File: src/rtl/ntsc_line_scheduler_if.sv
// Purpose : per-line command bus from the NTSC line scheduler to the line renderer.
// Latency : none; this is a bundle of wires.
// Backpressure : the renderer drives cmd_ready_in, and a command holds until valid & ready.
// Ports (master = scheduler side):
//   cmd_valid_out  command valid
//   cmd_ready_in   renderer accepts command
//   cmd_type_out   0 EQUAL, 1 VSYNC, 2 BLANK, 3 ACTIVE, 4 BLACK
//   cmd_line_out   line index within the field, 0-based
//   cmd_field_out  0 = field 0, 1 = field 1
//   cmd_last_out   last line of the field
interface ntsc_line_scheduler_if;
  logic       cmd_valid_out;
  logic       cmd_ready_in;
  logic [2:0] cmd_type_out;
  logic [9:0] cmd_line_out;
  logic       cmd_field_out;
  logic       cmd_last_out;

  modport master (
    output cmd_valid_out, cmd_type_out, cmd_line_out, cmd_field_out, cmd_last_out,
    input  cmd_ready_in
  );

  modport slave (
    input  cmd_valid_out, cmd_type_out, cmd_line_out, cmd_field_out, cmd_last_out,
    output cmd_ready_in
  );
endinterface

File: src/rtl/ntsc_line_scheduler.sv
// Purpose : NTSC frame/field sequencer; issues one EQUAL/VSYNC/BLANK/ACTIVE/BLACK command per line.
// Latency : the first command is valid 1 cycle after enable is seen in IDLE; back-to-back lines have no bubble.
// Backpressure : the command and its payload hold while cmd_ready_in is low, for as long as it stays low.
// Ports:
//   clk_in, rst_in       clock; synchronous active-high reset
//   enable_in            run request, sampled in IDLE and at the end of field 1
//   src_frame_valid_in   pixel source has a full frame, sampled at each frame start
//   frame_ack_out        1-cycle pulse: frame taken from the source
//   underrun_out         1-cycle pulse: frame started without source data
//   busy_out             scheduler not idle
//   frame_count_out      completed frames (needs NTSC_SCHED_FRAME_COUNT_EN, otherwise 0)
//   cmd_if               command bus (master modport)
// Optional feature: define NTSC_SCHED_FRAME_COUNT_EN to build the frame counter.
module ntsc_line_scheduler #(
  parameter int ACTIVE_LINES = 240,
  parameter int FIELD0_LINES = 263,
  parameter int FIELD1_LINES = 262,
  parameter int EQ_LINES     = 3
) (
  input  logic                  clk_in,
  input  logic                  rst_in,
  input  logic                  enable_in,
  input  logic                  src_frame_valid_in,
  output logic                  frame_ack_out,
  output logic                  underrun_out,
  output logic                  busy_out,
  output logic [15:0]           frame_count_out,
  ntsc_line_scheduler_if.master cmd_if
);

  typedef enum logic [2:0] {
    S_IDLE, S_PRE_EQ, S_VSYNC, S_POST_EQ, S_VBLANK, S_ACTIVE
  } state_t;

  localparam logic [2:0] T_EQUAL  = 3'd0;
  localparam logic [2:0] T_VSYNC  = 3'd1;
  localparam logic [2:0] T_BLANK  = 3'd2;
  localparam logic [2:0] T_ACTIVE = 3'd3;
  localparam logic [2:0] T_BLACK  = 3'd4;

  localparam logic [9:0] L_EQ1   = 10'(EQ_LINES);
  localparam logic [9:0] L_EQ2   = 10'(2 * EQ_LINES);
  localparam logic [9:0] L_EQ3   = 10'(3 * EQ_LINES);
  localparam logic [9:0] L_ACT0  = 10'(FIELD0_LINES - ACTIVE_LINES);
  localparam logic [9:0] L_ACT1  = 10'(FIELD1_LINES - ACTIVE_LINES);
  localparam logic [9:0] L_LAST0 = 10'(FIELD0_LINES - 1);
  localparam logic [9:0] L_LAST1 = 10'(FIELD1_LINES - 1);

  // The state of a line is a pure function of its position in the field, so the
  // next state is derived from the next line index rather than from group counters.
  function automatic state_t state_for(input logic [9:0] line, input logic field);
    logic [9:0] first_active;
    first_active = field ? L_ACT1 : L_ACT0;
    if (line < L_EQ1)             state_for = S_PRE_EQ;
    else if (line < L_EQ2)        state_for = S_VSYNC;
    else if (line < L_EQ3)        state_for = S_POST_EQ;
    else if (line < first_active) state_for = S_VBLANK;
    else                          state_for = S_ACTIVE;
  endfunction

  function automatic logic [2:0] type_for(input state_t st, input logic blk);
    case (st)
      S_VSYNC:  type_for = T_VSYNC;
      S_VBLANK: type_for = T_BLANK;
      S_ACTIVE: type_for = blk ? T_BLACK : T_ACTIVE;
      default:  type_for = T_EQUAL;
    endcase
  endfunction

  state_t     r_state;
  logic [9:0] r_line;
  logic       r_field;
  logic       r_last;
  logic [2:0] r_type;
  logic       r_valid;
  logic       r_blk;      // current frame underran: ACTIVE lines go out as BLACK
  logic       r_ack;
  logic       r_under;

  logic       w_xfer;
  logic       w_frame_end;
  logic       w_start;
  logic       w_stop;
  logic       w_load;
  logic [9:0] w_nxt_line;
  logic       w_nxt_field;
  logic       w_nxt_blk;
  state_t     w_nxt_state;

  always_comb begin
    w_xfer      = r_valid & cmd_if.cmd_ready_in;
    w_frame_end = w_xfer & r_last & r_field;
    // A frame starts from IDLE, or seamlessly after field 1 when still enabled;
    // enable_in is not looked at on the field-0 wrap.
    w_start     = ((r_state == S_IDLE) & enable_in) | (w_frame_end & enable_in);
    w_stop      = w_frame_end & ~enable_in;
    w_load      = w_start | (w_xfer & ~w_stop);
    w_nxt_line  = (w_start | r_last) ? 10'd0 : r_line + 10'd1;
    w_nxt_field = w_start ? 1'b0 : (r_field ^ r_last);
    w_nxt_blk   = w_start ? ~src_frame_valid_in : r_blk;
    w_nxt_state = state_for(w_nxt_line, w_nxt_field);
  end

  always_ff @(posedge clk_in) begin
    if (rst_in) begin
      r_state <= S_IDLE;
      r_line  <= 10'd0;
      r_field <= 1'b0;
      r_last  <= 1'b0;
      r_type  <= T_EQUAL;
      r_valid <= 1'b0;
      r_blk   <= 1'b0;
      r_ack   <= 1'b0;
      r_under <= 1'b0;
    end else begin
      // The source check happens on the edge that issues field-0 line 0.
      r_ack   <= w_start & src_frame_valid_in;
      r_under <= w_start & ~src_frame_valid_in;
      if (w_load) begin
        r_state <= w_nxt_state;
        r_line  <= w_nxt_line;
        r_field <= w_nxt_field;
        r_blk   <= w_nxt_blk;
        r_valid <= 1'b1;
        r_type  <= type_for(w_nxt_state, w_nxt_blk);
        r_last  <= (w_nxt_line == (w_nxt_field ? L_LAST1 : L_LAST0));
      end else if (w_stop) begin
        r_state <= S_IDLE;
        r_line  <= 10'd0;
        r_field <= 1'b0;
        r_last  <= 1'b0;
        r_type  <= T_EQUAL;
        r_valid <= 1'b0;
        r_blk   <= 1'b0;
      end
    end
  end

  assign cmd_if.cmd_valid_out = r_valid;
  assign cmd_if.cmd_type_out  = r_type;
  assign cmd_if.cmd_line_out  = r_line;
  assign cmd_if.cmd_field_out = r_field;
  assign cmd_if.cmd_last_out  = r_last;
  assign frame_ack_out        = r_ack;
  assign underrun_out         = r_under;
  assign busy_out             = (r_state != S_IDLE);

`ifdef NTSC_SCHED_FRAME_COUNT_EN
  logic [15:0] r_frame_cnt;

  // Counts only on a completed field-1 last line, so it naturally holds in IDLE.
  always_ff @(posedge clk_in) begin
    if (rst_in)           r_frame_cnt <= 16'd0;
    else if (w_frame_end) r_frame_cnt <= r_frame_cnt + 16'd1;
  end

  assign frame_count_out = r_frame_cnt;
`else
  assign frame_count_out = 16'd0;
`endif

endmodule

File: src/flat_wrapper.sv
// flat-port wrapper written by rule: the top's interface ports become plain ports
module ntsc_line_scheduler_flat 
#(
  parameter int ACTIVE_LINES = 240,
  parameter int FIELD0_LINES = 263,
  parameter int FIELD1_LINES = 262,
  parameter int EQ_LINES     = 3
)
  (clk_in, rst_in, enable_in, src_frame_valid_in, frame_ack_out, underrun_out, busy_out, frame_count_out, cmd_if_cmd_valid_out, cmd_if_cmd_type_out, cmd_if_cmd_line_out, cmd_if_cmd_field_out, cmd_if_cmd_last_out, cmd_if_cmd_ready_in);
  ntsc_line_scheduler_if cmd_if_i ();
  input  logic clk_in;
  input  logic rst_in;
  input  logic enable_in;
  input  logic src_frame_valid_in;
  output logic frame_ack_out;
  output logic underrun_out;
  output logic busy_out;
  output logic [15:0] frame_count_out;
  output wire logic [$bits(cmd_if_i.cmd_valid_out)-1:0] cmd_if_cmd_valid_out;
  output wire logic [$bits(cmd_if_i.cmd_type_out)-1:0] cmd_if_cmd_type_out;
  output wire logic [$bits(cmd_if_i.cmd_line_out)-1:0] cmd_if_cmd_line_out;
  output wire logic [$bits(cmd_if_i.cmd_field_out)-1:0] cmd_if_cmd_field_out;
  output wire logic [$bits(cmd_if_i.cmd_last_out)-1:0] cmd_if_cmd_last_out;
  input wire logic [$bits(cmd_if_i.cmd_ready_in)-1:0] cmd_if_cmd_ready_in;
  assign cmd_if_cmd_valid_out = cmd_if_i.cmd_valid_out;
  assign cmd_if_cmd_type_out = cmd_if_i.cmd_type_out;
  assign cmd_if_cmd_line_out = cmd_if_i.cmd_line_out;
  assign cmd_if_cmd_field_out = cmd_if_i.cmd_field_out;
  assign cmd_if_cmd_last_out = cmd_if_i.cmd_last_out;
  assign cmd_if_i.cmd_ready_in = cmd_if_cmd_ready_in;
  ntsc_line_scheduler #(.ACTIVE_LINES(ACTIVE_LINES), .FIELD0_LINES(FIELD0_LINES), .FIELD1_LINES(FIELD1_LINES), .EQ_LINES(EQ_LINES)) u_core (.clk_in(clk_in), .rst_in(rst_in), .enable_in(enable_in), .src_frame_valid_in(src_frame_valid_in), .frame_ack_out(frame_ack_out), .underrun_out(underrun_out), .busy_out(busy_out), .frame_count_out(frame_count_out), .cmd_if(cmd_if_i));
endmodule
File: config.mk
export PLATFORM = sky130hd
export DESIGN_NAME = ntsc_line_scheduler_flat
export DESIGN_NICKNAME = d
export VERILOG_FILES = /design/src/rtl/ntsc_line_scheduler_if.sv /design/src/rtl/ntsc_line_scheduler.sv /design/src/flat_wrapper.sv
export SDC_FILE = /design/constraint.sdc
export NUM_CORES = 1
export LEC_CHECK = 0
export ABC_AREA = 0
export CAP_MARGIN = 20
export CORE_ASPECT_RATIO = 1.25
export CORE_MARGIN = 2
export CORE_UTILIZATION = 34
export DETAILED_ROUTE_END_ITERATION = 8
export GPL_TIMING_DRIVEN = 0
export PLACE_DENSITY_LB_ADDON = 0.12
export SKIP_CTS_REPAIR_TIMING = 1
export SYNTH_ARGS = -nofsm -noshare
export SYNTH_HDL_FRONTEND = slang
export SYNTH_SLANG_ARGS = --single-unit
File: constraint.sdc
create_clock -name clk_in -period 5.2 [get_ports clk_in]
set_input_delay 1.04 -clock clk_in [delete_from_list [all_inputs] [get_ports clk_in]]
set_output_delay 1.04 -clock clk_in [all_outputs]
set_load 0.02 [all_outputs]
# Word-level counts from Yosys, hierarchy flattened
# Index checks and enable logic that the tools add are counted.
totals:
  ff_bits: 22
  output_inout_bits: 35
  wordCells: 58
op_classes:
  addsub: 1
  n_lt_le_gt_ge: 4
  eq_ne: 4
  n_mux: 21
  n_bitwise: 16
  n_reduce_logical: 3
op_table:
  columns: ["op", "count"]
  rows:
  - ["$mux 10", 3]
  - ["$mux 3", 7]
  - ["$add 10x1->10 const B", 1]
  - ["$eq 10x10->1", 1]
  - ["$lt 10x10->1", 1]
  - ["$lt 10x2->1 const B", 1]
  - ["$lt 10x3->1 const B", 1]
  - ["$lt 10x4->1 const B", 1]
  - ["$and 1x1->1", 9]
  - ["$mux 1", 9]
  - ["$pmux 3 s3", 1]
  - ["$eq 3x3->1 const B", 2]
  - ["$eq 3x2->1 const B", 1]
  - ["$logic_not 3->1", 1]
  - ["$not 1->1", 3]
  - ["$or 1x1->1", 3]
  - ["$reduce_bool 3->1", 1]
  - ["$mux 2", 1]
  - ["$reduce_bool 2->1", 1]
  - ["$xor 1x1->1", 1]

# Longest topological paths before layout
# Gate-level depths: netlist (run 1).
logic_depth:
  depth_word: 15
  depth_mapped: 9
  depth_no_buf: 9

# Least setup slack after synthesis (run 1)
# OpenSTA, ideal clock, no wires.
synth_path:
  kind: "input to register"
  from: "in cmd_if_cmd_ready_in"
  to: "reg u_core.r_type[0] (netlist: u_core.cmd_if.cmd_type_out[0])"
  setup_ns: 0.091
  t_arrival_ns: 2.588
  setup_slack_ns: 2.521
  cell_stages: 9
  n_path_buf: 0
  cell_sequence: "and4_1 -> o21ai_0 -> nand2_1 -> ha_1 -> nor3_1 -> o21ai_0 -> a21oi_1 -> o21ai_0 -> a311oi_1"
synth_via:
  elab_chain_len: 15
synth_lines:
  columns: ["item", "line", "text"]
  rows:
  - ["start: declaration", "flat_wrapper.sv:24", "input wire logic [$bits(cmd_if_i.cmd_ready_in)-1:0] cmd_if_cmd_ready_in;"]
  - ["$and 1x1->1 (*)", "ntsc_line_scheduler.sv:91", "w_xfer = r_valid & cmd_if.cmd_ready_in;"]
  - ["$and 1x1->1 (2 in a row)", "ntsc_line_scheduler.sv:92", "w_frame_end = w_xfer & r_last & r_field;"]
  - ["$and 1x1->1", "ntsc_line_scheduler.sv:95", "w_start = ((r_state == S_IDLE) & enable_in) | (w_frame_end & enable_in);"]
  - ["$or 1x1->1", "ntsc_line_scheduler.sv:95", null]
  - ["$or 1x1->1 or $mux 1 (tied branches)", "ntsc_line_scheduler.sv:98, ntsc_line_scheduler.sv:99", null]
  - ["$mux 10 or $mux 1 (tied branches)", "ntsc_line_scheduler.sv:98, ntsc_line_scheduler.sv:53", null]
  - ["$lt 10x10->1", "ntsc_line_scheduler.sv:57", "else if (line < first_active) state_for = S_VBLANK;"]
  - ["$mux 1", "ntsc_line_scheduler.sv:57", null]
  - ["$mux 3", "ntsc_line_scheduler.sv:56", "else if (line < L_EQ3) state_for = S_POST_EQ;"]
  - ["$mux 3", "ntsc_line_scheduler.sv:55", "else if (line < L_EQ2) state_for = S_VSYNC;"]
  - ["$mux 3", "ntsc_line_scheduler.sv:54", "if (line < L_EQ1) state_for = S_PRE_EQ;"]
  - ["$eq 3x3->1 or $eq 3x2->1 (tied branches)", "ntsc_line_scheduler.sv:62", "case (st)"]
  - ["$pmux 3 s3", "ntsc_line_scheduler.sv:62", null]
  - ["$mux 3", "ntsc_line_scheduler.sv:119", "if (w_load) begin"]
  - ["end signal: assignment", "ntsc_line_scheduler.sv:125", "r_type <= type_for(w_nxt_state, w_nxt_blk);"]
  - ["end: declaration", "ntsc_line_scheduler.sv:74", "logic [2:0] r_type;"]
# Mark *: on every way between the ends. The rest lies on a longest branch, timed or not.
# A chain may end at the register's enable or synchronous reset.

# Worst setup path in the final report (run 1)
# Ends and elaborated chain as after synthesis.

==> results of run 1 <==
[cell families after synthesis]
| family | Yosys count | share of synthesized area, % |
|---|---|---|
| other | 1 | 0.204 |
| flip-flops | 22 | 23.9 |
| multiplexers | 2 | 1.16 |
| buffers and inverters | 37 | 15.7 |
| adder cells (fa/ha/maj) | 2 | 1.36 |
| AND/OR/NAND/NOR | 86 | 27.3 |
| XOR/XNOR | 9 | 4.69 |
| AO/OA/AOI/OAI | 66 | 25.6 |
[sequential cells by signal, indices dropped and copies added, names as in the netlist]
register	cells
u_core.cmd_if.cmd_line_out	10
u_core.cmd_if.cmd_type_out	3
u_core.cmd_if.cmd_field_out	1
u_core.underrun_out	1
u_core.r_blk	1
u_core.cmd_if.cmd_valid_out	1
u_core.frame_ack_out	1
u_core.cmd_if.cmd_last_out	1
u_core.r_state	3
[power breakdown]
group / internal (mW) / switching (mW) / total (mW)
Combinational: 0.0356 / 0.0513 / 0.0869
Clock: 0.103 / 0.0635 / 0.166
Sequential: 0.172 / 0.00265 / 0.175
Total: 0.311 / 0.117 / 0.428
[metal layers]
layer	GRT usage [%]	vias to the layer above
li1	-	879
met4	4.20	0
met2	26.1	29
met5	0	-
met1	20.6	787
met3	1.51	2
[area by class of cell]
| class | count | area (um^2) | share of cell area [%] |
|---|---|---|---|
| Multi-Input combinational cell | 181 | 1170 | 51.3 |
| Tap cell | 62 | 77.6 | 3.41 |
| Inverter | 5 | 18.8 | 0.825 |
| Clock buffer | 3 | 41.3 | 1.82 |
| Clock inverter | 1 | 30.0 | 1.32 |
| Buffer | 32 | 270 | 11.9 |
| Timing Repair Buffer | 23 | 230 | 10.1 |
| Sequential cell | 22 | 440 | 19.4 |
[worst paths after layout]
kind                                                              endpoint  slack [ps]  depth (start not counted)
worst max-delay path            u_core.cmd_if.cmd_type_out[0]$_SDFFE_PP0P_        1960                         10
worst min-delay path                        u_core.r_state[1]$_SDFFE_PP0P_         470                          2
worst max register to register  u_core.cmd_if.cmd_type_out[0]$_SDFFE_PP0P_        2820                          9
worst min register to register              u_core.r_state[1]$_SDFFE_PP0P_         470                          2
[cell usage in the layout, fill, tap and decap left out, types with 3 or more instances in the layout]
cell type / count
nor2_1: 20
nand2b_1: 4
xnor2_1: 5
nand3b_1: 3
nand4_1: 3
a21oi_1: 24
a21o_1: 4
nor3_1: 9
inv_1: 5
clkdlybuf4s50_1: 23
clkbuf_1: 3
nand3_1: 5
dfxtp_1: 22
buf_4: 19
buf_6: 5
xor2_1: 3
clkbuf_8: 7
conb_1: 16
o21ai_0: 10
nand2_1: 16
[worst max-delay path, delay by kind of cell]
family,cells,cell delay (ps)
buffers and inverters,1,440
AO/OA/AOI/OAI,5,1220
AND/OR/NAND/NOR,3,500
adder cells (fa/ha/maj),1,210
==> run summary, run 1 <==
Entering global routing, the biggest net connects 14 pins. The height of the die was 86.2 um; the setup clock skew after layout was 6.08 ps. The mapped netlist covers 1840 um^2. The worst path needs 3240 ps of the cycle, external delays included. The later pin in the worst-skew pair is clocked with a latency of 270 ps.

Measured against its own limit, the worst slew margin works out to 59.6%. In the global route stage, overall resource usage came out at 15.3%. STA classifies the critical path startpoint as an input pin. On the worst path, the slowest cell contributes a delay of 470 ps. The signal on the critical path passes through clkdlybuf4s50_1, and4_1, o21ai_0, nand2_1, ha_1, nor3_1, o21ai_0, a21oi_1, o21ai_0, a311oi_1.

The tools report the total iterations of the first detailed-routing run as 4. The synthesized design contains 22 register bits. The number of slew-limit violations in the final report was 0. 0 antenna diodes ended up in the layout. The worst slack after detailed placement is 1680 ps. The number of cells in the design after placement was 325.

TritonCTS built the clock tree. The flow ran to the end, and the final reports show no timing, DRC or antenna violations. The critical path's most frequent cell is o21ai_0. The post-detailed-route via-to-cell ratio was 5.16.

For the post-route worst hold slack, the log shows 470 ps. The placeable core area came out at 5150 um^2. For the hold violation total from the final report, the log shows 0. VDD sags by at most 126 uV. The top cell type's share of synthesized area is 23.9%, and the share of async-settable or async-resettable flops after synthesis is 0%. The H-tree level count was 1; the die width was 69.8 um. For the number of clock buffers inserted by TritonCTS, the log shows 3.

The count of non-filler cells in the finished layout was 329; the overall via count from detail_route was 1697. Dividing the detail-routed wire length by the instance count gives 13.7 um. The transition at the pin with the smallest max-transition slack was 607 ps.

Cell accounting for the most synthesized area: dfxtp_1. Type of the worst setup path: input pin to flop. The first global-routing pass estimated 7600 um of wire. The source of the worst hold timing path is u_core.r_state[1]$_SDFFE_PP0P_. Startpoint of the worst register-to-register path: u_core.cmd_if.cmd_field_out$_SDFFE_PP0P_. The highest clock frequency the design can meet was 309 MHz.

Setup repair after global routing left no endpoint under its margin. In this run the core area contains 29 standard-cell rows. The initial cell density of the core was 35.7%; the sequential fraction of the synthesis area was 23.9%. By area the synthesized netlist is led by dfxtp_1 (24%), buf_4 (7.8%), a21oi_1 (6.5%). For the placed cell area, the log shows 2200 um^2. Buffer cell driving the clock tree root: clkbuf_8. The area growth from synthesis to layout is 23.7%. The cell count after synthesis came out at 225. After detailed routing, the met3 layer carries 112 um of wire.

The tools report the via count of the first global-routing pass as 1579. For this run, the share of the core covered by cells in the final layout is 44.1%. Among all cell types in the netlist, the one instantiated most often is a21oi_1.

Clock-pin slew was measured on the worst setup and hold paths at 90 ps. For this design the ratio of total power to cell area is 188 nW/um^2. Of the cells placed in the final design, the portion with a size suffix greater than 1 is 21.0%. Averaged over all synthesized cells, the footprint is 8.17 um^2. In this run, synthesis inferred 0 flip-flops with an integrated enable. After filler insertion, the fill cell instance count of the layout stands at 548. The netlist uses 66 different library cells. The routed design has 4500 um of wire. The final sum of negative setup slack came out at 0 ps. The wire length the detailed router placed on met1 is 2140 um. Among all flip-flop cells after synthesis, the most frequent one is dfxtp_1. The logs give 105 for the number of violations reported at the end of detailed-routing iteration 0 and 3450 um for the estimated wirelength of the detail-placed design.

Routability-driven placement finished with a final weighted congestion of 0.827. The commonest cells after synthesis are a21oi_1 (24), dfxtp_1 (22), nor2_1 (20). The Yosys step of the flow raised 0 warnings. The die covers 6020 um^2. The clock passes through at most 2 buffers. In the post-route analysis, the smallest setup slack over all paths is 1960 ps. The run gives 22 as the clock sink count. The DRC violation count after routing is 0. The total of buffers placed on input and output ports was 23. STA classifies the critical path endpoint as a flop.

Initial antenna violation count: 0. Setup violations remaining at the end of the flow were counted as 0. The highest layer touched by signal routing is met4.

In this run the remaining antenna-violating nets after routing total 0. Required arrival time at the worst endpoint: 5380 ps. The final layout contains 275 nets.

After layout, the worst path uses 62.3% of the clock period. Number of violations of the max-capacitance limit: 0. Origin of the worst setup path: cmd_if_cmd_ready_in. The met2 routed wirelength was 2200 um; the area of all placed cells without fillers was 2270 um^2. The min-delay analysis places its worst path in the category flop to flop. The cell leakage power was 0.895 nW; the worst path arrival time was 3420 ps. The largest individual stage delay along the critical path comes from the cell o21ai_0. The remaining global-route overflow was 0; the number of top-level design ports was 40. Along the worst path, the maximum fanout reaches 5. Total power for the finished layout comes to 428 uW.
No activity file was read; power rests on OpenSTA's default activity.
==> run 2, diff against run 1 <==
==> constraint.sdc (replaced) <==
create_clock -name clk_in -period 3.2 [get_ports clk_in]
set_input_delay 0.64 -clock clk_in [delete_from_list [all_inputs] [get_ports clk_in]]
set_output_delay 0.64 -clock clk_in [all_outputs]
set_load 0.02 [all_outputs]
==> results of run 2 <==
Same layout as run 1 (identical final DEF). Status: complete, no violations.
Among the figures that moved: setup slack after placement 1680 ps -> 75.7 ps; setup slack after layout 1960 ps -> 362 ps; register-to-register setup slack 2820 ps -> 820 ps; total power 0.428 mW -> 0.695 mW; worst IR drop on VDD 126 uV -> 204 uV
